**config.mk**
```make
export PLATFORM = sky130hd
export DESIGN_NAME = ysyx_22051013_pipe_ctrl
export DESIGN_NICKNAME = d
export VERILOG_FILES = /design/src/rtl/ysyx_22051013_pipe_ctrl.sv
export SDC_FILE = /design/constraint.sdc
export NUM_CORES = 1
export LEC_CHECK = 0
export ABC_CLOCK_PERIOD_IN_PS = 7100
export BUFFER_PORTS_ARGS = -buffer_cell sky130_fd_sc_hd__buf_4
export CAP_MARGIN = 25
export CORE_MARGIN = 5
export CORE_UTILIZATION = 56
export DETAILED_ROUTE_END_ITERATION = 10
export GPL_ROUTABILITY_DRIVEN = 0
export PLACE_DENSITY = 0.85
export SYNTH_ARGS = -nofsm -noshare
export SYNTH_HDL_FRONTEND = slang
export SYNTH_SLANG_ARGS = --single-unit
export TNS_END_PERCENT = 5
```
**constraint.sdc**
```tcl
create_clock -name clk -period 7.1 [get_ports clk]
set_clock_uncertainty 0.1 [all_clocks]
set_input_delay 0.355 -clock clk [delete_from_list [all_inputs] [get_ports clk]]
set_output_delay 0.355 -clock clk [all_outputs]
set_load 0.03 [all_outputs]
```
**src/rtl/ysyx_22051013_pipe_ctrl.sv**
```systemverilog
// ysyx_22051013_pipe_ctrl: hazard/stall scheduler for the 5-stage IF/ID/EX/LS/WB pipeline
// Ports:
//   clk, rst                          clock, asynchronous active-high reset
//   id_rs1_ena/addr, id_rs2_ena/addr  source operands of the ID instruction
//   ex_is_load, ex_rd_ena, ex_rd_addr destination of the EX instruction
//   ex_redirect                       EX resolved a taken branch/jump
//   ls_mem_req/ready, if_mem_req/ready data and fetch memory handshakes
//   *_stall, *_flush                  per-stage hold / bubble strobes (combinational)
//   ctrl_state                        0 RUN, 1 LS_WAIT, 2 IF_WAIT (status only)
//   stall_cycles, flush_count         saturating performance counters
//   mem_timeout                       sticky: data-memory wait reached TIMEOUT cycles
module ysyx_22051013_pipe_ctrl #(
    parameter int CNT_W   = 32,
    parameter int TIMEOUT = 256
) (
    input  logic             clk,
    input  logic             rst,
    input  logic             id_rs1_ena,
    input  logic [4:0]       id_rs1_addr,
    input  logic             id_rs2_ena,
    input  logic [4:0]       id_rs2_addr,
    input  logic             ex_is_load,
    input  logic             ex_rd_ena,
    input  logic [4:0]       ex_rd_addr,
    input  logic             ex_redirect,
    input  logic             ls_mem_req,
    input  logic             ls_mem_ready,
    input  logic             if_mem_req,
    input  logic             if_mem_ready,
    output logic             pc_stall,
    output logic             ifid_stall,
    output logic             idex_stall,
    output logic             exls_stall,
    output logic             lswb_flush,
    output logic             ifid_flush,
    output logic             idex_flush,
    output logic [1:0]       ctrl_state,
    output logic [CNT_W-1:0] stall_cycles,
    output logic [CNT_W-1:0] flush_count,
    output logic             mem_timeout
);
    localparam int WC_W = $clog2(TIMEOUT) + 1;
    typedef enum logic [1:0] {RUN = 2'd0, LS_WAIT = 2'd1, IF_WAIT = 2'd2} state_t;
    state_t          r_state, w_next;
    logic [WC_W-1:0] r_wait_cnt;
    logic            w_ls_hold, w_if_hold, w_load_use, w_redir_act, w_wc_top;
    assign w_ls_hold  = ls_mem_req & ~ls_mem_ready;
    assign w_if_hold  = if_mem_req & ~if_mem_ready;
    assign w_load_use = ex_is_load & ex_rd_ena & (ex_rd_addr != 5'd0) &
                        ((id_rs1_ena & (id_rs1_addr == ex_rd_addr)) |
                         (id_rs2_ena & (id_rs2_addr == ex_rd_addr)));
    // A redirect is dropped while LS is frozen and masked by a load-use bubble;
    // during a fetch wait it is still taken because IF re-fetches anyway.
    assign w_redir_act = ~w_ls_hold & ex_redirect & (w_if_hold | ~w_load_use);
    // wait_cnt parks at TIMEOUT-1 so a very long wait cannot wrap it.
    assign w_wc_top    = r_wait_cnt == WC_W'(TIMEOUT - 1);
    always_ff @(posedge clk or posedge rst) begin
        if (rst) begin
            r_state      <= RUN;
            r_wait_cnt   <= '0;
            mem_timeout  <= 1'b0;
            stall_cycles <= '0;
            flush_count  <= '0;
        end else begin
            r_state      <= w_next;
            r_wait_cnt   <= !w_ls_hold ? '0 : w_wc_top ? r_wait_cnt : r_wait_cnt + 1'b1;
            mem_timeout  <= mem_timeout | (w_ls_hold & w_wc_top);
            stall_cycles <= stall_cycles + CNT_W'(pc_stall & ~&stall_cycles);
            flush_count  <= flush_count + CNT_W'(w_redir_act & ~&flush_count);
        end
    end
    always_comb begin
        w_next = w_ls_hold ? LS_WAIT : (r_state == LS_WAIT) ? RUN : w_if_hold ? IF_WAIT : RUN;
    end
    always_comb begin
        pc_stall   = w_ls_hold | w_if_hold | w_load_use;
        ifid_stall = w_ls_hold | (~w_if_hold & w_load_use);
        idex_stall = w_ls_hold;
        exls_stall = w_ls_hold;
        lswb_flush = w_ls_hold;
        ifid_flush = ~w_ls_hold & (w_if_hold | (~w_load_use & ex_redirect));
        idex_flush = ~w_ls_hold & (w_if_hold ? ex_redirect : (w_load_use | ex_redirect));
        ctrl_state = r_state;
    end
endmodule

```
==> impl_metrics.tcl <==
set metrics [dict create \
    wl_per_cell_microns 15.5 \
    routed_via_density 5.47 \
    hold_viol 0 \
    layout_min_cycle_time_ns 3.09 \
    drive_gt1_share_pct 27.4 \
    ys_seq_area_share_pct 52.1 \
    synth.most_common_cell "dfrtp_1" \
    synth_nets 365 \
    slew_headroom_pct 38.2 \
    yosysTopAreaCell "dfrtp_1" \
    clock_latency_ns 0.34 \
    multi_input_area_sq_mm 0.00167 \
    rsz0062_at_grt "false" \
    routed_wl_microns 8050 \
    cts_sinks 76 \
    holdCritPathClass "in2async" \
    synth_edf_count 0 \
    path_class "reg2reg" \
    rr_startpoint "stall_cycles[20]$_DFF_PP0_" \
    synth_ff_type "dfrtp_1" \
    syn_area_sq_mm 0.00365 \
    die_area_sq_mm 0.00824 \
    cts_setup_buffers 0 \
    drv_slew 0 \
    async_reset_ff_share_pct 100 \
    power.total_uw 1050 \
    hpwl_microns 6050 \
    netlist_top_cells_count "dfrtp_1, xnor2_1, xor2_1" \
    status "complete, no violations" \
    postCtsHoldBufs 0 \
    worst_slew_pin_slew_ns 0.927 \
    antenna_found_initial 0 \
    netlist.area_leader.share_pct 52.1 \
    drt-pass1-iter-count 4 \
    synthCells 333 \
    ys_top_cells_by_area "dfrtp_1, xnor2_1, xor2_1" \
    ys_warn_count 0 \
    post-route-period-util_pct 43.6 \
    register_area_sq_mm 0.00190 \
    endpoint_kind "flop" \
    worstPathRequired_ns 7.22 \
    vias 2833 \
    drv_cap 0 \
    fmax_mhz 323 \
    htree_levels 3 \
    fp.dieW_microns 90.8 \
    cts_root_buf "clkbuf_8" \
    grt_pass1_vias 2932 \
    cts_made_buffers 9 \
    layout.nets 469 \
    cts_tree "yes" \
    drtIter0Drc 118 \
    place.port_buffers 99 \
    cp_slowest_stage_delay_ns 0.48 \
    initial_core_util_pct 57.5 \
    cts.clk_slew.worst_paths_ns 0.07 \
    avgSynthCellArea_sq_um 11.0 \
    diodes 0 \
    ioPinCount 100 \
    peakVddDrop_mv 0.222 \
    worstPathCellList "and4_1 -> and4_1 -> a32o_1 -> a21oi_1 -> ha_1 -> ha_1 -> nand3_1 -> nor4_4 -> nand3_1 -> xnor2_1" \
    synthDistinctLibCells 40 \
    reg2regPathDepth 10 \
    grtUsageTotal_pct 20.1 \
    syn_to_final_growth_pct 27.1 \
    ant_nets 0 \
    worstSetupStartpointType "flop" \
    nFillCells 476 \
    worstPathMaxFanout 9 \
    grt_overflow_total 0 \
    rrSetupSlack_ns 4.01 \
    cts_resized 0 \
    clockBufferDepth 2 \
    tns_ns 0 \
    die_y_microns 90.8 \
    ys_seq_elements 76 \
    drcViolationCount 0 \
    rows 29 \
    reg2reg_to "stall_cycles[26]$_DFF_PP0_" \
    core_area_sq_mm 0.00635 \
    leakage_uw 0.00229 \
    grt_first_pass_wirelength_microns 13700 \
    setup_viol 0 \
    grt_max_degree 77 \
    powerDensity_mw_per_mm2 227 \
    crit_slowest_cell "nor4_4" \
    cp.arrival_ns 3.21 \
]
[flip-flops by register name, summed over array words and instances (netlist names)]
register / cells
r_wait_cnt: 9
stall_cycles: 32
ctrl_state: 2
mem_timeout: 1
flush_count: 32
[critical path, delay by kind of cell (launching register included)]
family	cells	cell delay, ns
xor gates and xnor gates	1	0.16
and+or+nand+nor	5	1.44
DFF	1	0.45
adders and majority gates	2	0.43
AOI/OAI and AO/OA	2	0.39
[cells by family after synthesis]
logic type	share of synthesized area, %
adder cells (fa/ha/maj)	2.05
flip-flops	52.1
AO/OA/AOI/OAI	3.25
AND/OR/NAND/NOR	22.1
multiplexers	0.274
buffers and inverters	2.26
XOR/XNOR	18.0
[cell usage in the layout (no fill, tap or decap), drive strengths merged, types with 2 or more instances in the layout]
master    n
a21oi     4
and2      6
and3      4
and4      6
buf     100
clkbuf   13
dfrtp    76
ha        6
inv      11
nand2    24
nand3    26
nand4    20
nor2     23
nor2b     2
nor3     11
nor4     10
o21ai     4
o31a      2
or3       2
or4       3
xnor2    41
xor2     34
[routing by layer]
metal | vias up | global-route usage (%) | part of all wire [%]
li1 | 1365 | - | -
met5 | - | 0 | 0
met1 | 1368 | 24.9 | 43
met2 | 86 | 33.1 | 48
met3 | 14 | 6.00 | 7.8
met4 | 0 | 7.33 | 1.5
[power by group]
| group | switching (uW) | internal, uW | total (uW) |
|---|---|---|---|
| clock | 147 | 170 | 317 |
| combinational | 133 | 83.9 | 217 |
| sequential | 50.5 | 467 | 518 |
[stage by stage]
step | setup WS (ns) | hold WS [ns] | util (%) | area [sq um] | instances
6_report | 4.01 | 0.210 | 73.1 | 4640 | 518
5_1_grt | 3.81 | 0.311 | 73.1 | 4640 | 518
4_1_cts | 4.01 | 0.244 | 73.1 | 4640 | 518
3_5_place_dp | 3.74 | 0.354 | 70.2 | 4460 | 503
3_3_place_gp | 3.81 | 0.349 | 70.2 | 4460 | 503
2_1_floorplan | 4.19 | 0.380 | - | 3650 | 333
[layout make-up]
cell class,count,area share [%]
flip-flops and latches,76,41.0
multi-input cells,239,35.9
repair buffers,100,16.2
clock buffers,13,3.21
well taps,77,2.07
inverters,11,0.889
clock inverters,2,0.755
[how the worst max path moves through the flow]
stage                                     startpoint  slack (ns)                    endpoint
after floorplan           stall_cycles[20]$_DFF_PP0_        4.19  stall_cycles[22]$_DFF_PP0_
after global placement                 ex_rd_addr[1]        3.81   flush_count[18]$_DFF_PP0_
after detailed placement               ex_rd_addr[1]        3.74   flush_count[18]$_DFF_PP0_
after CTS                 stall_cycles[20]$_DFF_PP0_        4.01  stall_cycles[26]$_DFF_PP0_
after global routing      stall_cycles[20]$_DFF_PP0_        3.81  stall_cycles[26]$_DFF_PP0_
final                     stall_cycles[20]$_DFF_PP0_        4.01  stall_cycles[26]$_DFF_PP0_
(Power assumes the default switching activity.)
